`src/rtl/vga_sync_recover_if.sv`:
```
// Sync input pair and recovered timing outputs of the VGA sync receiver.
// The source side (master) drives the syncs; the receiver (slave) drives the rest.
interface vga_sync_recover_if;
  logic       h_sync;
  logic       v_sync;
  logic [9:0] x_loc;
  logic [9:0] y_loc;
  logic       video_on;
  logic       h_locked;
  logic       locked;
  logic [7:0] err_count;

  modport master (
    output h_sync, v_sync,
    input  x_loc, y_loc, video_on, h_locked, locked, err_count
  );

  modport slave (
    input  h_sync, v_sync,
    output x_loc, y_loc, video_on, h_locked, locked, err_count
  );
endinterface

```
`src/rtl/vga_sync_recover.sv`:
```
// Rebuilds pixel position and video_on from an active-low h/v sync pair and
// checks line/frame lengths, reporting lock and a saturating mismatch count.
//
// state  | meaning
// SEARCH | no line timing; waiting for the first h_sync falling edge
// TRACK  | edges seen, counting consecutive good line lengths
// LOCK   | line timing locked
module vga_sync_recover #(
  parameter int HD           = 640,
  parameter int HF           = 16,
  parameter int HR           = 96,
  parameter int HB           = 48,
  parameter int VD           = 480,
  parameter int VF           = 10,
  parameter int VR           = 2,
  parameter int VB           = 33,
  parameter int HLOCK_LINES  = 4,
  parameter int VLOCK_FRAMES = 2
) (
  input  logic              clk,
  input  logic              reset,
  vga_sync_recover_if.slave vga
);
  localparam int HTOTAL = HD + HF + HR + HB;
  localparam int HSTART = HD + HF;
  localparam int VTOTAL = VD + VF + VR + VB;
  localparam int VSTART = VD + VF;

  localparam logic [10:0] HPER_OK    = 11'(HTOTAL - 1);
  localparam logic [10:0] HPER_TO    = 11'(2 * HTOTAL);
  localparam logic [10:0] VPER_OK    = 11'(VTOTAL);
  localparam logic [9:0]  X_LAST     = 10'(HTOTAL - 1);
  localparam logic [9:0]  X_LOAD     = 10'(HSTART + 1);
  localparam logic [9:0]  Y_LAST     = 10'(VTOTAL - 1);
  localparam logic [9:0]  Y_LOAD     = 10'(VSTART);
  localparam logic [9:0]  X_VIS      = 10'(HD);
  localparam logic [9:0]  Y_VIS      = 10'(VD);
  localparam logic [3:0]  HGOOD_LOCK = 4'(HLOCK_LINES);
  localparam logic [3:0]  VGOOD_LOCK = 4'(VLOCK_FRAMES);

  typedef enum logic [1:0] {SEARCH, TRACK, LOCK} hstate_e;

  hstate_e     hstate_q, hstate_d;
  logic        h_prev_q, v_prev_q;
  logic [10:0] hper_q, hper_d;
  logic [3:0]  hgood_q, hgood_d;
  logic [9:0]  x_q, x_d, y_q, y_d;
  logic [10:0] vper_q, vper_d;
  logic [3:0]  vgood_q, vgood_d;
  logic        v_locked_q, v_locked_d;
  logic        vstarted_q, vstarted_d;
  logic [7:0]  err_q, err_d;
  logic [8:0]  err_sum;
  logic        h_locked_q, locked_q, video_q;
  logic        h_fall, v_fall, h_err, v_err;

  assign h_fall = h_prev_q & ~vga.h_sync;
  assign v_fall = v_prev_q & ~vga.v_sync;

  always_comb begin
    if (h_fall)                hper_d = '0;
    else if (hper_q != 11'h7FF) hper_d = hper_q + 11'd1;
    else                       hper_d = hper_q;
  end

  always_comb begin
    hstate_d = hstate_q;
    hgood_d  = hgood_q;
    h_err    = 1'b0;
    unique case (hstate_q)
      SEARCH: begin
        if (h_fall) begin
          hstate_d = TRACK;
          hgood_d  = '0;
        end
      end
      TRACK: begin
        if (h_fall) begin
          if (hper_q == HPER_OK) begin
            hgood_d = hgood_q + 4'd1;
            if (hgood_q == HGOOD_LOCK - 4'd1) begin
              hstate_d = LOCK;
              hgood_d  = '0;
            end
          end else begin
            hgood_d = '0;
            h_err   = 1'b1;
          end
        end else if (hper_d >= HPER_TO) begin
          hstate_d = SEARCH;
        end
      end
      LOCK: begin
        if (h_fall) begin
          if (hper_q != HPER_OK) begin
            hstate_d = TRACK;
            hgood_d  = '0;
            h_err    = 1'b1;
          end
        end else if (hper_d >= HPER_TO) begin
          hstate_d = SEARCH;
        end
      end
      default: hstate_d = SEARCH;
    endcase
  end

  // v_fall wins over a coincident x wrap so the frame realigns cleanly.
  always_comb begin
    x_d = x_q;
    y_d = y_q;
    if (hstate_d == SEARCH) begin
      x_d = '0;
      y_d = '0;
    end else begin
      if (h_fall)             x_d = X_LOAD;
      else if (x_q == X_LAST) x_d = '0;
      else                    x_d = x_q + 10'd1;
      if (v_fall)
        y_d = Y_LOAD;
      else if (!h_fall && x_q == X_LAST)
        y_d = (y_q == Y_LAST) ? '0 : y_q + 10'd1;
    end
  end

  always_comb begin
    vper_d     = vper_q;
    vgood_d    = vgood_q;
    v_locked_d = v_locked_q;
    vstarted_d = vstarted_q;
    v_err      = 1'b0;
    if (v_fall) begin
      vper_d     = '0;
      vstarted_d = 1'b1;
      if (h_locked_q && vstarted_q) begin
        if (vper_q == VPER_OK) begin
          if (vgood_q != VGOOD_LOCK) vgood_d = vgood_q + 4'd1;
          if (vgood_q >= VGOOD_LOCK - 4'd1) v_locked_d = 1'b1;
        end else begin
          v_locked_d = 1'b0;
          vgood_d    = '0;
          v_err      = 1'b1;
        end
      end
    end else if (h_fall && vper_q != 11'h7FF) begin
      vper_d = vper_q + 11'd1;
    end
    if (hstate_d != LOCK) begin
      v_locked_d = 1'b0;
      vgood_d    = '0;
    end
    if (hstate_d == SEARCH) vstarted_d = 1'b0;
  end

  always_comb begin
    err_sum = {1'b0, err_q} + {8'b0, h_err} + {8'b0, v_err};
    err_d   = err_sum[8] ? 8'hFF : err_sum[7:0];
  end

  always_ff @(posedge clk or posedge reset) begin
    if (reset) begin
      hstate_q   <= SEARCH;
      h_prev_q   <= 1'b1;
      v_prev_q   <= 1'b1;
      hper_q     <= '0;
      hgood_q    <= '0;
      x_q        <= '0;
      y_q        <= '0;
      vper_q     <= '0;
      vgood_q    <= '0;
      v_locked_q <= 1'b0;
      vstarted_q <= 1'b0;
      err_q      <= '0;
      h_locked_q <= 1'b0;
      locked_q   <= 1'b0;
      video_q    <= 1'b0;
    end else begin
      hstate_q   <= hstate_d;
      h_prev_q   <= vga.h_sync;
      v_prev_q   <= vga.v_sync;
      hper_q     <= hper_d;
      hgood_q    <= hgood_d;
      x_q        <= x_d;
      y_q        <= y_d;
      vper_q     <= vper_d;
      vgood_q    <= vgood_d;
      v_locked_q <= v_locked_d;
      vstarted_q <= vstarted_d;
      err_q      <= err_d;
      h_locked_q <= (hstate_d == LOCK);
      locked_q   <= (hstate_d == LOCK) && v_locked_d;
      video_q    <= (hstate_d == LOCK) && v_locked_d && (x_d < X_VIS) && (y_d < Y_VIS);
    end
  end

  assign vga.x_loc     = x_q;
  assign vga.y_loc     = y_q;
  assign vga.video_on  = video_q;
  assign vga.h_locked  = h_locked_q;
  assign vga.locked    = locked_q;
  assign vga.err_count = err_q;
endmodule

```
`src/flat_wrapper.sv`:
```
// flat-port wrapper written by rule: the top's interface ports become plain ports
module vga_sync_recover_flat 
#(
  parameter int HD           = 640,
  parameter int HF           = 16,
  parameter int HR           = 96,
  parameter int HB           = 48,
  parameter int VD           = 480,
  parameter int VF           = 10,
  parameter int VR           = 2,
  parameter int VB           = 33,
  parameter int HLOCK_LINES  = 4,
  parameter int VLOCK_FRAMES = 2
)
  (clk, reset, vga_h_sync, vga_v_sync, vga_x_loc, vga_y_loc, vga_video_on, vga_h_locked, vga_locked, vga_err_count);
  vga_sync_recover_if vga_i ();
  input  logic clk;
  input  logic reset;
  input wire logic [$bits(vga_i.h_sync)-1:0] vga_h_sync;
  input wire logic [$bits(vga_i.v_sync)-1:0] vga_v_sync;
  output wire logic [$bits(vga_i.x_loc)-1:0] vga_x_loc;
  output wire logic [$bits(vga_i.y_loc)-1:0] vga_y_loc;
  output wire logic [$bits(vga_i.video_on)-1:0] vga_video_on;
  output wire logic [$bits(vga_i.h_locked)-1:0] vga_h_locked;
  output wire logic [$bits(vga_i.locked)-1:0] vga_locked;
  output wire logic [$bits(vga_i.err_count)-1:0] vga_err_count;
  assign vga_i.h_sync = vga_h_sync;
  assign vga_i.v_sync = vga_v_sync;
  assign vga_x_loc = vga_i.x_loc;
  assign vga_y_loc = vga_i.y_loc;
  assign vga_video_on = vga_i.video_on;
  assign vga_h_locked = vga_i.h_locked;
  assign vga_locked = vga_i.locked;
  assign vga_err_count = vga_i.err_count;
  vga_sync_recover #(.HD(HD), .HF(HF), .HR(HR), .HB(HB), .VD(VD), .VF(VF), .VR(VR), .VB(VB), .HLOCK_LINES(HLOCK_LINES), .VLOCK_FRAMES(VLOCK_FRAMES)) u_core (.clk(clk), .reset(reset), .vga(vga_i));
endmodule
```
`config.mk`:
```
export PLATFORM = sky130hd
export DESIGN_NAME = vga_sync_recover_flat
export DESIGN_NICKNAME = d
export VERILOG_FILES = /design/src/rtl/vga_sync_recover_if.sv /design/src/rtl/vga_sync_recover.sv /design/src/flat_wrapper.sv
export SDC_FILE = /design/constraint.sdc
export NUM_CORES = 1
export LEC_CHECK = 0
export ABC_AREA = 1
export CORE_MARGIN = 3
export CORE_UTILIZATION = 40
export DETAILED_ROUTE_END_ITERATION = 12
export PLACE_DENSITY = 0.62
export REMOVE_ABC_BUFFERS = 1
export SLEW_MARGIN = 20
export SYNTH_ARGS = -nofsm -noshare
export SYNTH_HDL_FRONTEND = slang
export SYNTH_SLANG_ARGS = --single-unit
```
`constraint.sdc`:
```
create_clock -name clk -period 5.99 [get_ports clk]
set_input_delay 1.198 -clock clk [delete_from_list [all_inputs] [get_ports clk]]
set_output_delay 1.198 -clock clk [all_outputs]
set_load 0.1 [all_outputs]
```
==> run metrics <==
Ant. Diodes=0; crit end category=flop; fraction of layout cells with a size suffix above 1=11.5%; First-pass DRT Iterations=4; worst path cell trace=clkdlybuf4s50_1, nor2_1, nand3_1, nor2_1, fa_1, ha_1, nand2_1, nor2_1, inv_1, nor2_1, nand2_1, o21ai_0; WHS Path Cells=1; wire per inst=12.2 µm; # DRC=0; r2r worst-path depth=11; HP Class=flop to flop; Synth area leader=dfrtp_1; Antenna Violating Nets Remaining=0; Mapped Area=3910 µm²; Clk Latency, worst-skew pair=0.34 ns; worst reg2reg path endpoint=u_core.vga.err_count[2]$_DFF_PP0_; number of synthesized flops with an enable pin=0; reg-to-reg setup timing slack=3.20 ns; final std cells w/o fill=668; CP max stage delay=0.60 ns; worst relative slew slack=34.4%; post-CTS resize count=0; setup TNS=0 ns; worst r2r src=u_core.vper_q[6]$_DFFE_PP0P_; dpl hpwl=5.84 mm; final hold violation count=0; clk buf depth=2; Critical Path RT=6.25 ns; pwr dens=398 nW/µm²; CORE AREA=9370 µm²; clock skew=0.00971 ns; die area=11000 µm²; die height=105 µm; Hold Startpoint=u_core.hgood_q[2]$_DFFE_PP0P_; FMAX=0.286 GHz; H-tree depth=3; Initial Util=41.7%; WL met1=3.99 mm; peak supply drop=366 µV; outcome=finished clean; Worst Path Class, Setup=input port to flop; top sig layer=met4; Mean Syn Cell Area=7.95 µm²; Crit path max-delay family=simple AND/OR/NAND/NOR gates; Buffers on Ports=34; Gate Count Post-Synth=492; GRT Residual Overflow=0; largest net degree at the start of global routing=67; flops & latches, synth=66; RSZ-0062 raised after global routing=no; Synth async-reset ratio=100%; commonest non-fill, non-tap cells in the layout=inv_1 (83), nand2_1 (83), dfrtp_1 (64); num ports=35; crit path from=vga_v_sync; row cnt=35; vias in the first global route=3226; register area share after synthesis=42.3%; CTS root buf=clkbuf_8; dominant synthesized flop cell=dfrtp_1; MaxCap Viol Count=0; Setup Buffers After CTS=0; fin crit share=58.3%; vias per std cell=4.88; first-pass GRT wire length=14.7 mm; most frequent CP cell=nor2_1; Slew @ Worst Pin=0.981 ns; final number of setup-violating endpoints=0; crit path launch type=input port; TritonCTS clock tree=built; WHS=0.500 ns; total number of vias=3260; CTS hold repair buffers=0; initial antenna violation count=0; gpl congestion=0.815; Synth cell types=44; Chip Width=105 µm; CTS buffer count=9; largest cells by area after synthesis=dfrtp_1 (41%), inv_1 (8.1%), nand2_1 (8.0%); Min-Delay Endpoint=u_core.hgood_q[2]$_DFFE_PP0P_; WL final=8.13 mm; Area growth syn-to-layout=17.6%; nets@finish=555; buffers and inverters on the worst path=2; Synth Warn #=0; max-slew violations=0; minimum clock period after layout=3.49 ns; metal2 WL=3.78 mm; maximum fanout along the worst path=12; area share of the largest cell type after synthesis=40.9%; CP Data Arrival Time=3.75 ns; Routed met3 length=257 µm; Max stage delay cell, worst path=nor2_1; fin util=49.1%; CTS clk-pin slew, worst paths=0.07 ns; cell count after placement=652; Leakage=2.14 nW; Sink Count=66; total track usage=16.2%; drt initial violations=163
-- cell families (layout without fill, tap and decap cells) --
group                    Yosys count  count (layout)  share of synthesized area, %
flip-flops                        66              66                          42.3
XOR/XNOR                          13              13                          2.91
multiplexers                       1               1                         0.256
adder cells (fa/ha/maj)           17              17                          5.63
AO/OA/AOI/OAI                     69              69                          10.2
AND/OR/NAND/NOR                  233             233                          29.3
buffers and inverters             93             140                          9.43
-- state kept, by name, summed over array words and instances, names as in the netlist --
signal / count
u_core.v_prev_q: 1
u_core.vper_q: 11
u_core.vstarted_q: 1
u_core.hstate_q: 2
u_core.vga.locked: 1
u_core.hper_q: 11
u_core.vga.y_loc: 10
u_core.vga.h_locked: 1
u_core.vga.x_loc: 10
u_core.vga.video_on: 1
u_core.h_prev_q: 1
u_core.vgood_q: 4
u_core.vga.err_count: 8
u_core.hgood_q: 4
-- layout make-up --
type	instances	area (µm²)
fill	936	4770
multi-input combinational	333	1890
sequential	66	1650
timing repair buffer	35	348
inverter	89	337
tap	129	161
clock buffer	11	131
clock inverter	5	80.1
-- where the power goes --
group          switching (W)  internal (W)  total, W
logic               0.000625      0.000195  0.000820
registers          0.0000855      0.000519  0.000605
clock network       0.000173      0.000234  0.000407
-- synthesized netlist by cell type (7+ instances only) --
cell type and instances:
ha_1 16, nand2_1 83, inv_1 84, nand2_2 11, a21oi_1 31, nor3_1 8, nor2_1 59, nor2_2 7
dfrtp_1 64, xor2_1 9, nand4_1 12, o21ai_0 17, nand3_1 32
-- metal layers --
layer / up-vias / global-route usage [%]
li1: 1663 / -
met2: 61 / 26.0
met3: 6 / 3.34
met5: - / 0
met4: 0 / 5.62
met1: 1530 / 21.7
-- worst max path at each step --
stage | end | slack [ns] | depth (start not counted)
3_3_place_gp | u_core.vga.err_count[3]$_DFF_PP0_ | 2.22 | 12
4_1_cts | u_core.vga.err_count[2]$_DFF_PP0_ | 2.51 | 12
2_1_floorplan | u_core.vga.err_count[6]$_DFF_PP0_ | 2.88 | 11
6_report | u_core.vga.err_count[2]$_DFF_PP0_ | 2.50 | 12
3_5_place_dp | u_core.vga.err_count[3]$_DFF_PP0_ | 2.13 | 12
5_1_grt | u_core.vga.err_count[3]$_DFF_PP0_ | 2.12 | 12
-- per-stage QoR --
step	setup WS [ns]	power [W]	instance area [µm²]
after global placement	2.22	0.00143	4390
after CTS	2.51	0.00185	4600
after global routing	2.12	0.00194	4600
after detailed placement	2.13	0.00143	4390
after floorplan	2.88	0.00124	3880
final	2.50	0.00183	4600
Note: power is estimated with default switching activity, not from simulation.
